## src/rtl/matmul_pkg.sv

```systemverilog
// Shared constants and FSM state encoding for the 16x16 integer matrix multiplier.
package matmul_pkg;
  localparam int N      = 16;
  localparam int ADDR_W = 8;
  localparam int DATA_W = 32;
  localparam int CNT_W  = 4;
  localparam int STAGES = 1;

  typedef enum logic [1:0] {
    IDLE  = 2'd0,
    RUN   = 2'd1,
    FLUSH = 2'd2
  } state_t;
endpackage

```

## src/rtl/matmul_mac.sv

```systemverilog
// 32-bit multiply-accumulate; clr makes the current product the first term of a new sum.
module matmul_mac
  import matmul_pkg::*;
(
  input  logic              clk,
  input  logic              rst_n,
  input  logic              en,
  input  logic              clr,
  input  logic [DATA_W-1:0] a,
  input  logic [DATA_W-1:0] b,
  output logic [DATA_W-1:0] sum
);
  logic [DATA_W-1:0] acc;
  logic [DATA_W-1:0] prod;

  // Low half of the product only; wrap-around makes signed/unsigned identical.
  assign prod = a * b;
  assign sum  = (clr ? '0 : acc) + prod;

  always_ff @(posedge clk or negedge rst_n) begin
    if (!rst_n)  acc <= '0;
    else if (en) acc <= sum;
  end
endmodule

```

## src/rtl/matmul.sv

```systemverilog
// C = A x B over 16x16 32-bit matrices: one (i,j,k) read pair per cycle, one C write per 16 cycles.
module matmul
  import matmul_pkg::*;
(
  input  logic              clk,
  input  logic              rst_n,
  input  logic              tstart,
  output logic [ADDR_W-1:0] v0_addr,
  output logic              v0_rd_en,
  input  logic [DATA_W-1:0] v0_rd_data,
  output logic [ADDR_W-1:0] v1_addr,
  output logic              v1_rd_en,
  input  logic [DATA_W-1:0] v1_rd_data,
  output logic [ADDR_W-1:0] v2_addr,
  output logic              v2_wr_en,
  output logic [DATA_W-1:0] v2_wr_data
);
  state_t           state;
  logic [CNT_W-1:0] i, j, k;
  logic [CNT_W-1:0] i_d, j_d;
  logic             k_first_d, k_last_d;
  logic [STAGES:0]  vld_pipe;
  logic             last_rd;
  logic             wr;
  logic [DATA_W-1:0] sum;

  assign last_rd = &{i, j, k};

  // Counters sit at zero outside RUN, so the read addresses idle at 0 with no gating.
  always_ff @(posedge clk or negedge rst_n) begin
    if (!rst_n) begin
      state     <= IDLE;
      i         <= '0;
      j         <= '0;
      k         <= '0;
      i_d       <= '0;
      j_d       <= '0;
      k_first_d <= 1'b0;
      k_last_d  <= 1'b0;
      vld_pipe  <= '0;
    end else begin
      vld_pipe[STAGES:1] <= vld_pipe[STAGES-1:0];
      i_d       <= i;
      j_d       <= j;
      k_first_d <= (k == '0);
      k_last_d  <= (k == CNT_W'(N-1));
      case (state)
        IDLE: begin
          if (tstart) begin
            state       <= RUN;
            vld_pipe[0] <= 1'b1;
          end
        end
        RUN: begin
          {i, j, k} <= {i, j, k} + 1'b1;
          if (last_rd) begin
            state       <= FLUSH;
            vld_pipe[0] <= 1'b0;
          end
        end
        FLUSH:   state <= IDLE;
        default: state <= IDLE;
      endcase
    end
  end

  assign v0_rd_en = vld_pipe[0];
  assign v1_rd_en = vld_pipe[0];
  assign v0_addr  = {i, k};
  assign v1_addr  = {k, j};

  matmul_mac u_mac (
    .clk   (clk),
    .rst_n (rst_n),
    .en    (vld_pipe[STAGES]),
    .clr   (k_first_d),
    .a     (v0_rd_data),
    .b     (v1_rd_data),
    .sum   (sum)
  );

  // The final term lands in the same cycle as the write, so C leaves straight from the adder.
  assign wr         = vld_pipe[STAGES] & k_last_d;
  assign v2_wr_en   = wr;
  assign v2_addr    = wr ? {i_d, j_d} : '0;
  assign v2_wr_data = wr ? sum : '0;
endmodule

```

## config.mk

```make
export PLATFORM = sky130hd
export DESIGN_NAME = matmul
export DESIGN_NICKNAME = d
export VERILOG_FILES = /design/src/rtl/matmul_pkg.sv /design/src/rtl/matmul_mac.sv /design/src/rtl/matmul.sv
export SDC_FILE = /design/constraint.sdc
export NUM_CORES = 1
export LEC_CHECK = 0
export CAP_MARGIN = 20
export CORE_UTILIZATION = 59
export DETAILED_ROUTE_END_ITERATION = 8
export GPL_TIMING_DRIVEN = 0
export PLACE_DENSITY = 0.81
export SYNTH_ARGS = -nofsm -noshare
export SYNTH_HDL_FRONTEND = slang
export SYNTH_SLANG_ARGS = --single-unit
```

## constraint.sdc

```tcl
create_clock -name clk -period 25.1 [get_ports clk]
set_input_delay 7.53 -clock clk [delete_from_list [all_inputs] [get_ports clk]]
set_output_delay 7.53 -clock clk [all_outputs]
set_load 0.005 [all_outputs]
```

Word-level counts from Yosys, hierarchy flattened
Cells that the tools add are included.
{ "totals": {"in_bits": 67, "regBits": 58, "out_inout_bits": 59} }
{ "op_classes": {"n_mul": 1, "n_mux": 9, "n_addsub": 2, "n_eq_ne": 4, "n_bitwise": 1, "reduce_logical": 6} }
{ "ops": {"columns": ["cell", "count"], "rows": [
  ["2-to-1 mux 32 bit", 2],
  ["adder 32 bit", 1],
  ["multiplier 32 x 32 -> 32 bit", 1],
  ["adder 12 x 1 -> 12 bit, second input constant", 1],
  ["AND reduction 12 bit", 1],
  ["2-to-1 mux 8 bit", 1],
  ["equality test 4 bit, second input constant", 1],
  ["zero test 4 bit", 1],
  ["2-to-1 mux 2 bit", 2],
  ["!= test 2 bit, second input constant", 2],
  ["case mux 2 bit (2 select lines)", 1],
  ["AND reduction 3 bit", 1],
  ["equality test 2 x 1 -> 1 bit, second input constant", 1],
  ["zero test 2 bit", 1],
  ["2-to-1 mux 1 bit", 2],
  ["case mux 1 bit (2 select lines)", 1],
  ["AND reduction 2 bit", 1],
  ["nonzero test 2 bit", 1],
  ["bitwise AND 1 bit", 1]
]} }

Logic depth before layout (Yosys ltp)
{ "depth": {"depth_word": 3, "depth_mapped": 28} }

By module
A second synthesis with hierarchy kept.
{ "unflattened": {"cells_unflattened": 2115, "area_unflattened_um2": 19677.6} }
{ "by_module_without_submodules": {"columns": ["module", "instances", "seq_area_each_um2", "area_per_inst_um2", "cells_per_inst"], "rows": [
  ["matmul_mac", 1, 800.8, 18340.1, 1984],
  ["matmul", 1, 650.6, 1337.5, 131]
]} }

Worst setup path before layout
OpenSTA, ideal clock, no wires.
{ "synth_timing": {"path_kind": "input -> output", "start": "input v1_rd_data[2]", "end": "output v2_wr_data[30]", "t_arrival_ns": 14.171, "n_path_buf": 2, "path_stages": 26, "path_slack_ns": 3.399, "required_time_ns": 17.570, "cell_sequence": "clkbuf_1 -> clkbuf_1 -> and2_1 -> fa_1 -> inv_1 -> fa_1 -> inv_1 -> fa_1 -> inv_1 -> fa_1 -> inv_1 -> fa_1 -> fa_1 -> fa_1 -> inv_1 -> fa_1 -> inv_1 -> ha_1 -> or4_1 -> o211ai_1 -> a31oi_1 -> a311oi_2 -> a21boi_2 -> o21a_1 -> o21a_1 -> nor3_1"} }
{ "synth_via": {"elab_chain_len": 3} }
{ "synth_rtl": {"columns": ["element", "line", "text"], "rows": [
  ["from (decl)", "matmul.sv:13", "input logic [DATA_W-1:0] v1_rd_data,"],
  ["multiplier 32 x 32 -> 32 bit", "matmul_mac.sv:17", "assign prod = a * b;"],
  ["adder 32 bit", "matmul_mac.sv:18", "assign sum = (clr ? '0 : acc) + prod;"],
  ["2-to-1 mux 32 bit", "matmul.sv:86", "assign v2_wr_data = wr ? sum : '0;"],
  ["to (decl)", "matmul.sv:16", "output logic [DATA_W-1:0] v2_wr_data"]
]} }
Every way passes these cells.

Worst setup path after layout
{ "layout_timing": {"start": "input v0_rd_data[2]", "end": "output v2_wr_data[28]"} }
{ "layout_via": {"elab_chain_len": 3} }
{ "layout_rtl": {"columns": ["element", "line", "text"], "rows": [
  ["from (decl)", "matmul.sv:10", "input logic [DATA_W-1:0] v0_rd_data,"],
  ["multiplier 32 x 32 -> 32 bit", "matmul_mac.sv:17", null],
  ["adder 32 bit", "matmul_mac.sv:18", null],
  ["2-to-1 mux 32 bit", "matmul.sv:86", null]
]} }
Every way passes these cells.

==> results.yml <==
status:
  status: "finished, final reports clean"
setup_path:
  worst_setup_path_start_kind: "input pin"
  reg2reg_depth: 24
  crit_buf_inv: 9
  slowest_stage: "clkbuf_1"
  worst_path_dominant_cell_family: "adder cells"
  path_class: "input pin to output pin"
  critPathMaxFanout: 10
  critical_path_arrival_ns: 16.81
  cp_num_cells: 27
  worst_path_most_repeated_cell: "fa_1"
  slowest_delay_ns: 0.83
  cp-end-kind: "output pin"
  crit_required_ns: 17.57
synth:
  syn_inst: 2140
  async_flop_share_pct: 100
  synth.avg_cell_area_um2: 9.07
  syn_area_um2: 19400
  ys.flop_type: "dfrtp_1"
  yosysUniqueCellTypes: 54
  yosys-top-cells-count: "inv_1 (518), fa_1 (438), and2_1 (334)"
  mappedNetlistNets: 2771
  yosysWarnings: 0
  ys_ff_latch: 58
  synth_top_area_share_pct: 45.2
  synth_sequential_area_ratio_pct: 7.48
  synth_edf_count: 0
  synth.area.top_cells: "fa_1 (45%), and2_1 (11%), inv_1 (10%)"
  yosysMostFrequentCell: "inv_1"
  yosysTopAreaCell: "fa_1"
sta:
  period_share_pct: 97.0
  relSlewSlack_pct: 27.5
  period_minus_slack_ns: 24.34
  setup_viol: 0
  rsz0062_at_grt: "no"
  max_freq_mhz: 41.1
  slew_viol_final: 0
  worst_pin_slew_ns: 1.06
  tns_ns: 0
  hold_violations: 0
  fin_worst_skew_ns: 0.00979
hold_path:
  min_path_type: "flip-flop to flip-flop"
  whs_path_depth: 0
die:
  die_y_um: 183
  die_width_um: 183
  dieArea_um2: 33600
  core_area_um2: 32500
  fp-row-count: 66
  start_util_pct: 59.8
  ioPinCount: 126
layout:
  drive_above_1_share_pct: 1.85
  nets: 2902
  area_growth_pct: 10.6
placed_design:
  portBuffers: 119
  dp.final_hpwl_mm: 48.2
  gp_congestion: 1.04
global_route:
  grt_pass1_wl_mm: 91.3
  grt_usage_pct: 36.8
  grt_pass1_vias: 16285
  antenna_found_initial: 1
  overflow: 0
  grt_start_max_net_pins: 39
clock_tree:
  cts_resized: 0
  clock-root-buffer: "clkbuf_16"
  post-cts-setup-buffers: 0
  insertion_delay_ns: 0.34
  h-tree-depth: 3
  hold_buffers: 0
  cts_tree: "built"
  cts_buffer_depth: 2
  cts_buffers: 9
  cts.sinks: 58
  path_clk_slew_ns: 0.05
detailed_routing:
  viasPerCell: 5.57
  routed_wl_mm: 57.8
  drc: 0
  wl_per_cell_um: 21.2
  drtAntennaViolNets: 0
  firstDrtPassIters: 5
  first_iter_violations: 1420
  vias: 15157
run:
  max-cap-violations: 0
state kept, by name (all words and copies together) (netlist names):
| signal | cells |
|---|---|
| vld_pipe | 2 |
| u_mac.acc | 32 |
| k_first_d | 1 |
| k_last_d | 1 |
| i_d | 4 |
| i | 4 |
| j | 4 |
| k | 4 |
| j_d | 4 |
| state | 2 |
metrics by stage:
step	util [%]	area (um^2)	hold WS, ns	cells	setup WS (ns)
4_1_cts	66.1	21500	0.440	2718	1.01
6_report	66.1	21500	0.442	2721	0.762
3_5_place_dp	65.2	21200	0.433	2702	1.06
5_1_grt	66.1	21500	0.462	2718	0.562
3_3_place_gp	65.2	21100	0.448	2701	1.10
2_1_floorplan	-	19400	0.429	2140	3.40
final cells by class:
type	count	area, um^2
Tap cell	442	553
Multi-Input combinational cell	1462	15600
Fill cell	2555	11000
Timing Repair Buffer	120	1210
Inverter	518	1940
Antenna cell	3	7.51
Clock buffer	9	225
Sequential cell	58	1450
Clock inverter	7	70.1
Buffer	102	408
worst paths after layout:
check | from | end | slack [ns]
setup / recovery | v0_rd_data[2] | v2_wr_data[28] | 0.76
hold / removal | i[3]$_DFFE_PN0P_ | i_d[3]$_DFF_PN0_ | 0.44
setup reg to reg | k_first_d$_DFF_PN0_ | u_mac.acc[31]$_DFFE_PN0P_ | 16.83
hold reg to reg | i[3]$_DFFE_PN0P_ | i_d[3]$_DFF_PN0_ | 0.44
max in group asynchronous | rst_n | u_mac.acc[16]$_DFFE_PN0P_ | 17.38
min in group asynchronous | rst_n | k[0]$_DFFE_PN0P_ | 7.15
per-layer routing:
layer | up-vias | track usage, % | wire length [um]
li1 | 6410 | - | -
met1 | 7593 | 48.4 | 21600
met2 | 925 | 55.4 | 25400
met3 | 229 | 9.87 | 6810
met4 | 0 | 21.1 | 3930
met5 | - | 0 | 0
cells in the final DEF (no fill, tap or decap), drive strengths merged, types with 2 or more instances in the layout:
cell type and n:
dfrtp 58, nand3 11, ha 126, a31oi 5, a21oi 20, o21bai 4, xor2 30, nand2 232
a221o 2, or2 2, fa 438, nor3 5, nand2b 16, xnor2 65, clkinv 5, o21ai 25
o211ai 2, a21boi 2, mux2 6, mux2i 12, a311oi 2, buf 14, nor2 58, inv 518
o21a 5, o31ai 2, a21o 10, nor2b 8, and2 334, diode 3, clkdlybuf4s50 118, xnor3 2
and3 21, and4 2, clkbuf 99
kinds of logic after synthesis:
group           after synthesis  synth area share (%)
compound gates               87                  2.90
fa+ha+maj                   564                  53.3
buf+inv                     620                  12.1
xor+xnor                     97                  4.52
simple gates                696                  18.7
mux                          18                 0.967
flops                        58                  7.48
Power is not shown: default switching activity piles up to over one toggle a cycle in this logic, so the estimate is an artifact.
